<file path="config.mk">
export PLATFORM = sky130hd
export DESIGN_NAME = led_trail_pwm
export DESIGN_NICKNAME = d
export VERILOG_FILES = /design/src/rtl/led_trail_pwm.sv
export SDC_FILE = /design/constraint.sdc
export NUM_CORES = 1
export LEC_CHECK = 0
export ABC_CLOCK_PERIOD_IN_PS = 4680
export CORE_AREA = 10 10 107 128
export CTS_CLUSTER_DIAMETER = 150
export DETAILED_ROUTE_END_ITERATION = 12
export DIE_AREA = 0 0 117 138
export GPL_TIMING_DRIVEN = 1
export PLACE_DENSITY = 0.78
export SYNTH_ARGS = -nofsm -noshare
export SYNTH_HDL_FRONTEND = slang
export SYNTH_SLANG_ARGS = --single-unit
</file>
<file path="constraint.sdc">
create_clock -name CLK -period 4.68 [get_ports CLK]
set_input_delay 0.702 -clock CLK [delete_from_list [all_inputs] [get_ports CLK]]
set_output_delay 0.702 -clock CLK [all_outputs]
set_load 0.02 [all_outputs]
</file>
<file path="src/rtl/led_trail_pwm.sv">
// led_trail_pwm
//   Brightness and PWM stage placed after the 8-LED chaser. A lit pattern bit
//   drives its LED to full brightness. Once the bit clears, the LED fades out
//   in fixed steps on every decay tick, so the moving dot leaves a trail.
//
// Ports
//   CLK         system clock
//   RST         asynchronous active-high reset
//   pattern_in  chaser pattern; bit i high forces LED i to full brightness
//   freeze      suppresses decay while high (pattern bits still force MAX)
//   led_n       active-low registered PWM drive, one bit per LED
//   decay_tick  one-cycle registered strobe, every DECAY_DIV cycles
module led_trail_pwm #(
  parameter int PWM_BITS   = 8,
  parameter int DECAY_DIV  = 46875,
  parameter int DECAY_STEP = 8
) (
  input  logic       CLK,
  input  logic       RST,
  input  logic [7:0] pattern_in,
  input  logic       freeze,
  output logic [7:0] led_n,
  output logic       decay_tick
);

  localparam int PRE_W = $clog2(DECAY_DIV);
  localparam logic [PRE_W-1:0]    PRE_LAST = PRE_W'(DECAY_DIV - 1);
  localparam logic [PWM_BITS-1:0] LVL_MAX  = '1;
  localparam logic [PWM_BITS-1:0] STEP     = PWM_BITS'(DECAY_STEP);

  logic [PRE_W-1:0]    pre_cnt_q, pre_cnt_d;
  logic                tick_q, tick_d;
  logic [PWM_BITS-1:0] pwm_cnt_q, pwm_cnt_d;
  logic [PWM_BITS-1:0] level_q [8];
  logic [PWM_BITS-1:0] level_d [8];
  logic [PWM_BITS-1:0] duty_q  [8];
  logic [PWM_BITS-1:0] duty_d  [8];
  logic [7:0]          led_n_q, led_n_d;

  always_comb begin
    pre_cnt_d = (pre_cnt_q == PRE_LAST) ? '0 : pre_cnt_q + PRE_W'(1);
    tick_d    = (pre_cnt_q == PRE_LAST);
    pwm_cnt_d = pwm_cnt_q + PWM_BITS'(1);
    led_n_d   = 8'hFF;
    for (int i = 0; i < 8; i++) begin
      level_d[i] = level_q[i];
      if (pattern_in[i]) begin
        level_d[i] = LVL_MAX;
      end else if (tick_q && !freeze) begin
        // Saturating subtract: a level at or below the step goes straight to 0.
        level_d[i] = (level_q[i] > STEP) ? level_q[i] - STEP : '0;
      end
      // Duty is only reloaded at the end of a PWM period so a level change
      // never shortens or stretches the on-phase already in progress.
      duty_d[i]  = (pwm_cnt_q == LVL_MAX) ? level_q[i] : duty_q[i];
      led_n_d[i] = !(pwm_cnt_q < duty_q[i]);
    end
  end

  always_ff @(posedge CLK or posedge RST) begin
    if (RST) begin
      pre_cnt_q <= '0;
      tick_q    <= 1'b0;
      pwm_cnt_q <= '0;
      led_n_q   <= 8'hFF;
      for (int i = 0; i < 8; i++) begin
        level_q[i] <= '0;
        duty_q[i]  <= '0;
      end
    end else begin
      pre_cnt_q <= pre_cnt_d;
      tick_q    <= tick_d;
      pwm_cnt_q <= pwm_cnt_d;
      led_n_q   <= led_n_d;
      for (int i = 0; i < 8; i++) begin
        level_q[i] <= level_d[i];
        duty_q[i]  <= duty_d[i];
      end
    end
  end

  assign led_n      = led_n_q;
  assign decay_tick = tick_q;

endmodule
</file>
; ---- Word-level counts from Yosys, hierarchy flattened
; Index checks and enable logic that the tools add are counted.
[op_classes]
add_sub_neg = 10
n_mul = 0
div = 0
magnitude_cmp = 16
eq_ne = 2
shift = 0
n_mux = 25
n_bitwise = 0
n_reduce_logical = 18
[ops]
columns = cell, count
row1 = $mux W8, 24
row2 = $gt A8 B4 Y1 const B, 8
row3 = $lt A8 B8 Y1, 8
row4 = $sub A8 B4 Y8 const B, 8
row5 = $add A16 B1 Y16 const B, 1
row6 = $eq A16 B16 Y1 const B, 1
row7 = $mux W16, 1
row8 = $reduce_bool A2 Y1, 8
row9 = $logic_not A1 Y1, 9
row10 = $add A8 B1 Y8 const B, 1
row11 = $eq A8 B8 Y1 const B, 1
row12 = $logic_and A1 B1 Y1, 1
[totals]
ff_bits = 161
latchBits = 0
ramBits = 0
romBits = 0
in_bits = 11
out_inout_bits = 9
wordCells = 91
n_memories = 0

; ---- Longest topological paths before layout
; Gate-level depths: netlist (run 1).
[depth]
word_depth = 4
mapped_depth = 7
mapped_depth_nobuf = 6

; ---- Worst setup path before layout (run 1)
; OpenSTA, ideal clock, no wires.
[synth_path]
path_kind = register to register
startpoint = register pwm_cnt_q[2]
endpoint = register duty_q[39] (netlist bit)
setup_ns = 0.125
arrival_ns = 1.609
required_ns = 4.555
path_slack_ns = 2.947
path_stages_with_launch = 6
n_path_buf = 1
synth_period_minus_slack_ns = 1.733
path_cell_list = dfrtp_1 -> and3_1 -> and3_1 -> and3_1 -> buf_2 -> mux2_2
[synth_between]
elab_chain_len = 1
[synth_rtl]
columns = item, line
row1 = "start, declared", 33  ; logic [PWM_BITS-1:0] pwm_cnt_q, pwm_cnt_d;
row2 = "start signal, assigned", 73  ; pwm_cnt_q <= pwm_cnt_d;
row3 = $eq A8 B8 Y1, 55  ; duty_d[i] = (pwm_cnt_q == LVL_MAX) ? level_q[i] : duty_q[i];
row4 = "end signal, assigned by index", 77  ; duty_q[i] <= duty_d[i];
row5 = "end, declared", 36  ; logic [PWM_BITS-1:0] duty_q [8];
; No other way between the ends.
; A chain may end at the register's enable or synchronous reset.

; ---- Final worst setup path (run 1)
[layout_path]
startpoint = register pwm_cnt_q[4]
endpoint = register duty_q[50] (netlist bit)
; The elaborated chain is that of the path after synthesis.

==> run summary, run 1 <==
status: completed
RSZ-0062 raised after global routing: no
FF/Latch Area: 3240 um^2
TritonCTS clock tree: done
total track usage: 17.6%
Skew-Pair Late Insertion Delay: 420 ps
n_diodes: 0
Setup CP Type: reg -> reg
global-route wire length before repair: 23,000 um
Hold/Removal Path Class: reg -> reg
postcts setup bufs: 0
total CTS buffers: 17
worst r2r path cells: 5
FF-to-FF Start: pwm_cnt_q[4]
share of the yosys chip area belonging to registers: 48.1%
Cell Rows: 43
Pre-Repair DR Iteration Count: 4
M1 WL: 5720 um
critical hold path startpoint: pre_cnt_q[0]
post-synth cell types: 41
port bufs: 19
clock sinks: 129
mapped cell area: 6730 um^2
Mapped Cells: 629
vias post-DR: 4,745
pre-CTS setup slack: 1770 ps
Final Hold Fails: 0
Worst-path clk slew: 60 ps
WHS Endpoint: pre_cnt_q[0]
Starting Density: 59.5%
Reg2Reg Capture Point: duty_q[50]
worst setup path startpoint: pwm_cnt_q[4]
# resized after CTS: 0
global route total overflow: 0
Critical Path End Type: register
# Max-Cap Violations: 0
DRC viols: 0
largest area contributor in the netlist: dfrtp_1
pwr dens: 323 nW/um^2
Tmin final: 2710 ps
Clock Tree Buf Depth: 2
Synth Net Count: 707
CTS Root Cell: clkbuf_16
Multi-input gate area: 3120 um^2
Iter 0 DRT Violations: 317
die area: 16,100 um^2
Synth top area share: 45.0%
vias per cell: 5.89
initial antenna violation count: 0
share of layout cells above drive strength 1: 10.4%
most common cell after layout, fill and taps aside: dfrtp_1
Hold-fix buffers, CTS: 0
Final Max Slew Viols: 0
Die X: 117 um
Worst slew margin: 27.5%
core footprint: 11,300 um^2
Boundary Pins: 20
Worst EP required: 4980 ps
Top Metal Used: met4
FMAX: 369 MHz
largest fanout on the critical path: 37
Leak: 3.31 nW
crit path DAT: 3010 ps
Worst-Margin Slew: 1090 ps
Post-synth EDFFs: 0
fraction of registers with async set/reset: 100%
commonest non-fill, non-tap cells in the layout: 121 x dfrtp_1, 78 x inv_1, 67 x ha_1, 52 x a21oi_1
final setup vio count: 0
HPWL Detailed: 8820 um
met2 WL: 6580 um
met3 wire length: 431 um
period utilisation layout: 57.9%
Synth Warn #: 0
dominant synthesized flop cell: dfrtp_1
Layout area overhead: 13.9%
hold path depth: 1
filler cell count in the final layout: 817
flop-to-flop setup slack: 1970 ps
H-tree depth: 4
largest net degree at the start of global routing: 70
Avg WL per Cell: 16.1 um
post-synthesis register bit count: 129
Final WS setup: 1970 ps
NumNets Final: 736
Routed WL: 13,000 um
vias in the first global route: 4,950
Detail Route Antenna Nets: 0
maximum vdd ir drop: 0.237 mV
setup TNS: 0 ps
Final Wtd Congestion: 0.801
Post-Route Skew: 6.97 ps
startpoint types: register
Die Ht: 138 um
Avg Cell Area, Syn: 10.7 um^2
Synth area leaders: dfrtp_1 45%, ha_1 12%, inv_1 4.4%
[power breakdown]
group,switching (mW),internal [mW]
clock,0.470,0.850
combinational,0.0275,0.0100
sequential,0.00000000000000103,1.12
total,0.497,1.98
[cells by family after synthesis]
kind of cell | after synthesis | synth area share, %
flip-flops | 129 | 48.1
adder cells (fa/ha/maj) | 67 | 12.5
XOR/XNOR | 16 | 2.08
AND/OR/NAND/NOR | 130 | 10.4
AO/OA/AOI/OAI | 145 | 13.5
buffers and inverters | 92 | 5.47
multiplexers | 50 | 7.98
[per-stage QoR]
step	cells	total power [mW]	cell area, um^2	utilization [%]	hold WS (ps)
floorplan	629	1.15	6730	-	443
global placement	774	1.17	7060	62.5	466
detailed placement	774	1.17	7060	62.5	475
CTS	806	2.50	7660	67.8	488
global route	806	2.56	7660	67.8	515
finish	806	2.47	7660	67.8	484
[worst max-delay path: stages, from the launching register on]
cell	delay, ps
dfrtp_1	620
and3_1	270
and3_1	170
and3_2	810
buf_4	360
mux2_2	360
[Yosys cell counts, drive strengths merged (3+ instances only)]
| cell | number |
|---|---|
| dfrtp | 121 |
| inv | 79 |
| ha | 67 |
| a21oi | 53 |
| nand2 | 31 |
| o31ai | 31 |
| mux2 | 29 |
| nand3 | 26 |
| a21o | 24 |
| mux2i | 21 |
| o21ai | 19 |
| nor2 | 17 |
| or4 | 11 |
| xnor2 | 10 |
| dfstp | 8 |
| nor2b | 8 |
| nor4 | 8 |
| a31oi | 7 |
| clkbuf | 7 |
| and3 | 6 |
| buf | 6 |
| nand4 | 6 |
| o211ai | 6 |
| xor2 | 6 |
| a211o | 3 |
| and2 | 3 |
| nand2b | 3 |
| nand3b | 3 |
[layer usage]
metal  vias to the layer above  track usage [%]
li1                       2297                -
met1                      2354             21.2
met2                        72             28.3
met3                        22             5.02
met4                         0             7.82
met5                         -                0
[worst max path at each step]
stage                              to  slack (ps)  cells after the start
after floorplan            decay_tick         550                      1
final                      duty_q[50]        1970                      5
after detailed placement   level_q[6]        1770                      5
after global routing       duty_q[55]        1770                      5
after global placement    level_q[38]        1850                      4
after CTS                  duty_q[55]        1930                      5
[area by class of cell]
class / count / share of cell area, %
clock inverter: 9 / 1.36
tap: 135 / 2.20
multi-input combinational: 408 / 40.8
timing repair buffer: 23 / 3.04
clock buffer: 23 / 6.50
sequential: 129 / 42.3
inverter: 79 / 3.90
[flip-flops by register name (all words and copies together), names as in the netlist]
| register | flops |
|---|---|
| pre_cnt_q | 16 |
| duty_q | 48 |
| pwm_cnt_q | 8 |
| decay_tick | 1 |
| level_q | 48 |
| led_n | 8 |
Power figures use the tool's default switching activity.
==> inputs of run 2 (changes only) <==
ABC_CLOCK_PERIOD_IN_PS = 2200   (was 4680)
CORE_AREA = 10 10 112 134   (was 10 10 107 128)
DIE_AREA = 0 0 122 144   (was 0 0 117 138)
PLACE_DENSITY = 0.75   (was 0.78)
clock period = 2.2 ns   (was 4.68 ns; I/O delays follow)
==> run 2 against run 1 <==
  * Hold slack got worse by 75 ps
  * Register-to-register slack got worse by 1600 ps
  * Sequential power increased by 110%
  * Critical endpoint is now led_n[3]
  * Critical path type is now reg -> out
  * Largest cell class unchanged
  * First-iteration DRC count decreased by 35%
==> run summary, run 2 (synthesis results as in run 1) <==
n_diodes: 0
setup TNS: 0 ps
Avg WL per Cell: 15.9 um
CP cell instances: clkdlybuf4s50_1
FMAX: 541 MHz
period utilisation layout: 84.0%
crit-path max cell delay: 600 ps
post-route insts no fill: 850
Worst slew margin: 69.8%
Routed WL: 13,500 um
CP delay by family, top: buffers and inverters
Boundary Pins: 20
Die X: 122 um
initial antenna violation count: 0
Cell Rows: 45
most common cell after layout, fill and taps aside: dfrtp_1
switching part of the total power: 19.0%
dpl cells: 818
clock sinks: 129
commonest non-fill, non-tap cells in the layout: 121 x dfrtp_1, 78 x inv_1, 67 x ha_1, 52 x a21oi_1
total CTS buffers: 17
share of layout cells above drive strength 1: 11.8%
maximum vdd ir drop: 0.531 mV
largest fanout on the critical path: 1
startpoint types: register
port bufs: 19
global-route wire length before repair: 22,800 um
Detail Route Antenna Nets: 0
Final Max Slew Viols: 0
CTS Root Cell: clkbuf_16
part of the power in registers: 44.4%
largest net degree at the start of global routing: 70
Final Hold Fails: 0
crit path DAT: 1520 ps
total track usage: 16.1%
TritonCTS clock tree: done
Layout area overhead: 16.9%
flop-to-flop setup slack: 400 ps
NumNets Final: 751
core footprint: 12,400 um^2
net switching power: 1.01 mW
Leak: 3.40 nW
Skew-Pair Late Insertion Delay: 410 ps
Worst-path clk slew: 50 ps
DRC viols: 0
clock power share: 54.0%
# resized after CTS: 0
Post-Layout Inst Area: 7860 um^2
H-tree depth: 4
Critical Path End Type: primary output
dpl cell area: 7250 um^2
vias post-DR: 4,858
postcts setup bufs: 0
die area: 17,600 um^2
Die Ht: 144 um
RSZ-0062 raised after global routing: no
FF-to-FF Start: pre_cnt_q[7]
Clock Tree Buf Depth: 2
Tmin final: 1850 ps
Hold-fix buffers, CTS: 0
Post-Route Skew: 8.49 ps
vias per cell: 5.72
Starting Density: 54.1%
Worst EP required: 1870 ps
Worst-Margin Slew: 453 ps
Reg2Reg Capture Point: pre_cnt_q[9]
Logic pwr share: 1.6%
CP max stage cell: clkdlybuf4s50_1
Iter 0 DRT Violations: 205
Final Wtd Congestion: 0.846
# Max-Cap Violations: 0
Buf/Inv on CP: 1
biggest regs: duty_q: 48 flops, level_q: 48 flops, pre_cnt_q: 16 flops
Setup CP Type: reg -> out
global route total overflow: 0
HPWL Detailed: 9450 um
worst r2r path cells: 5
pwr dens: 680 nW/um^2
vias in the first global route: 4,907
Power Internal: 4.33 mW
Pre-Repair DR Iteration Count: 4
Hold/Removal Path Class: in -> async
final setup vio count: 0
status: completed
==> run 2: through the flow <==
step,worst slack [ps],power (mW),hold WS (ps),utilization [%]
after global routing,308,5.50,429,63.2
after floorplan,281,2.45,422,-
after global placement,302,2.50,458,58.3
after detailed placement,200,2.51,478,58.3
after CTS,325,5.39,420,63.2
final,352,5.35,408,63.2
==> run 2: power groups by stage <==
stage | sequential (mW) | clock [mW] | combinational, mW
floorplan | 2.42 | 0 | 0.0379
global placement | 2.42 | 0 | 0.0870
detailed placement | 2.42 | 0 | 0.0899
CTS | 2.38 | 2.92 | 0.0902
global route | 2.37 | 3.03 | 0.0983
finish | 2.38 | 2.88 | 0.0862
==> run 2: per-layer routing <==
layer	vias to the layer above	share of wire, %	GRT usage [%]
met4	0	1.1	5.91
met2	73	53	28.6
li1	2337	-	-
met3	16	3.8	3.59
met1	2432	42	18.5
met5	-	0	0
==> run 2: layout make-up <==
class | count | area (um^2)
Clock buffer | 27 | 513
Clock inverter | 5 | 100
Fill cell | 971 | 4580
Inverter | 79 | 300
Multi-Input combinational cell | 408 | 3120
Sequential cell | 129 | 3240
Tap cell | 164 | 205
Timing Repair Buffer | 38 | 383
==> run 2: worst max-delay path by stage <==
| stage | depth (start not counted) | startpoint | slack [ps] | to |
|---|---|---|---|---|
| 4_1_cts | 1 | led_n[5] | 320 | led_n[5] |
| 2_1_floorplan | 1 | RST | 280 | decay_tick |
| 3_3_place_gp | 4 | freeze | 300 | level_q[38] |
| 5_1_grt | 1 | led_n[3] | 310 | led_n[3] |
| 6_report | 1 | led_n[3] | 350 | led_n[3] |
| 3_5_place_dp | 5 | freeze | 200 | level_q[6] |
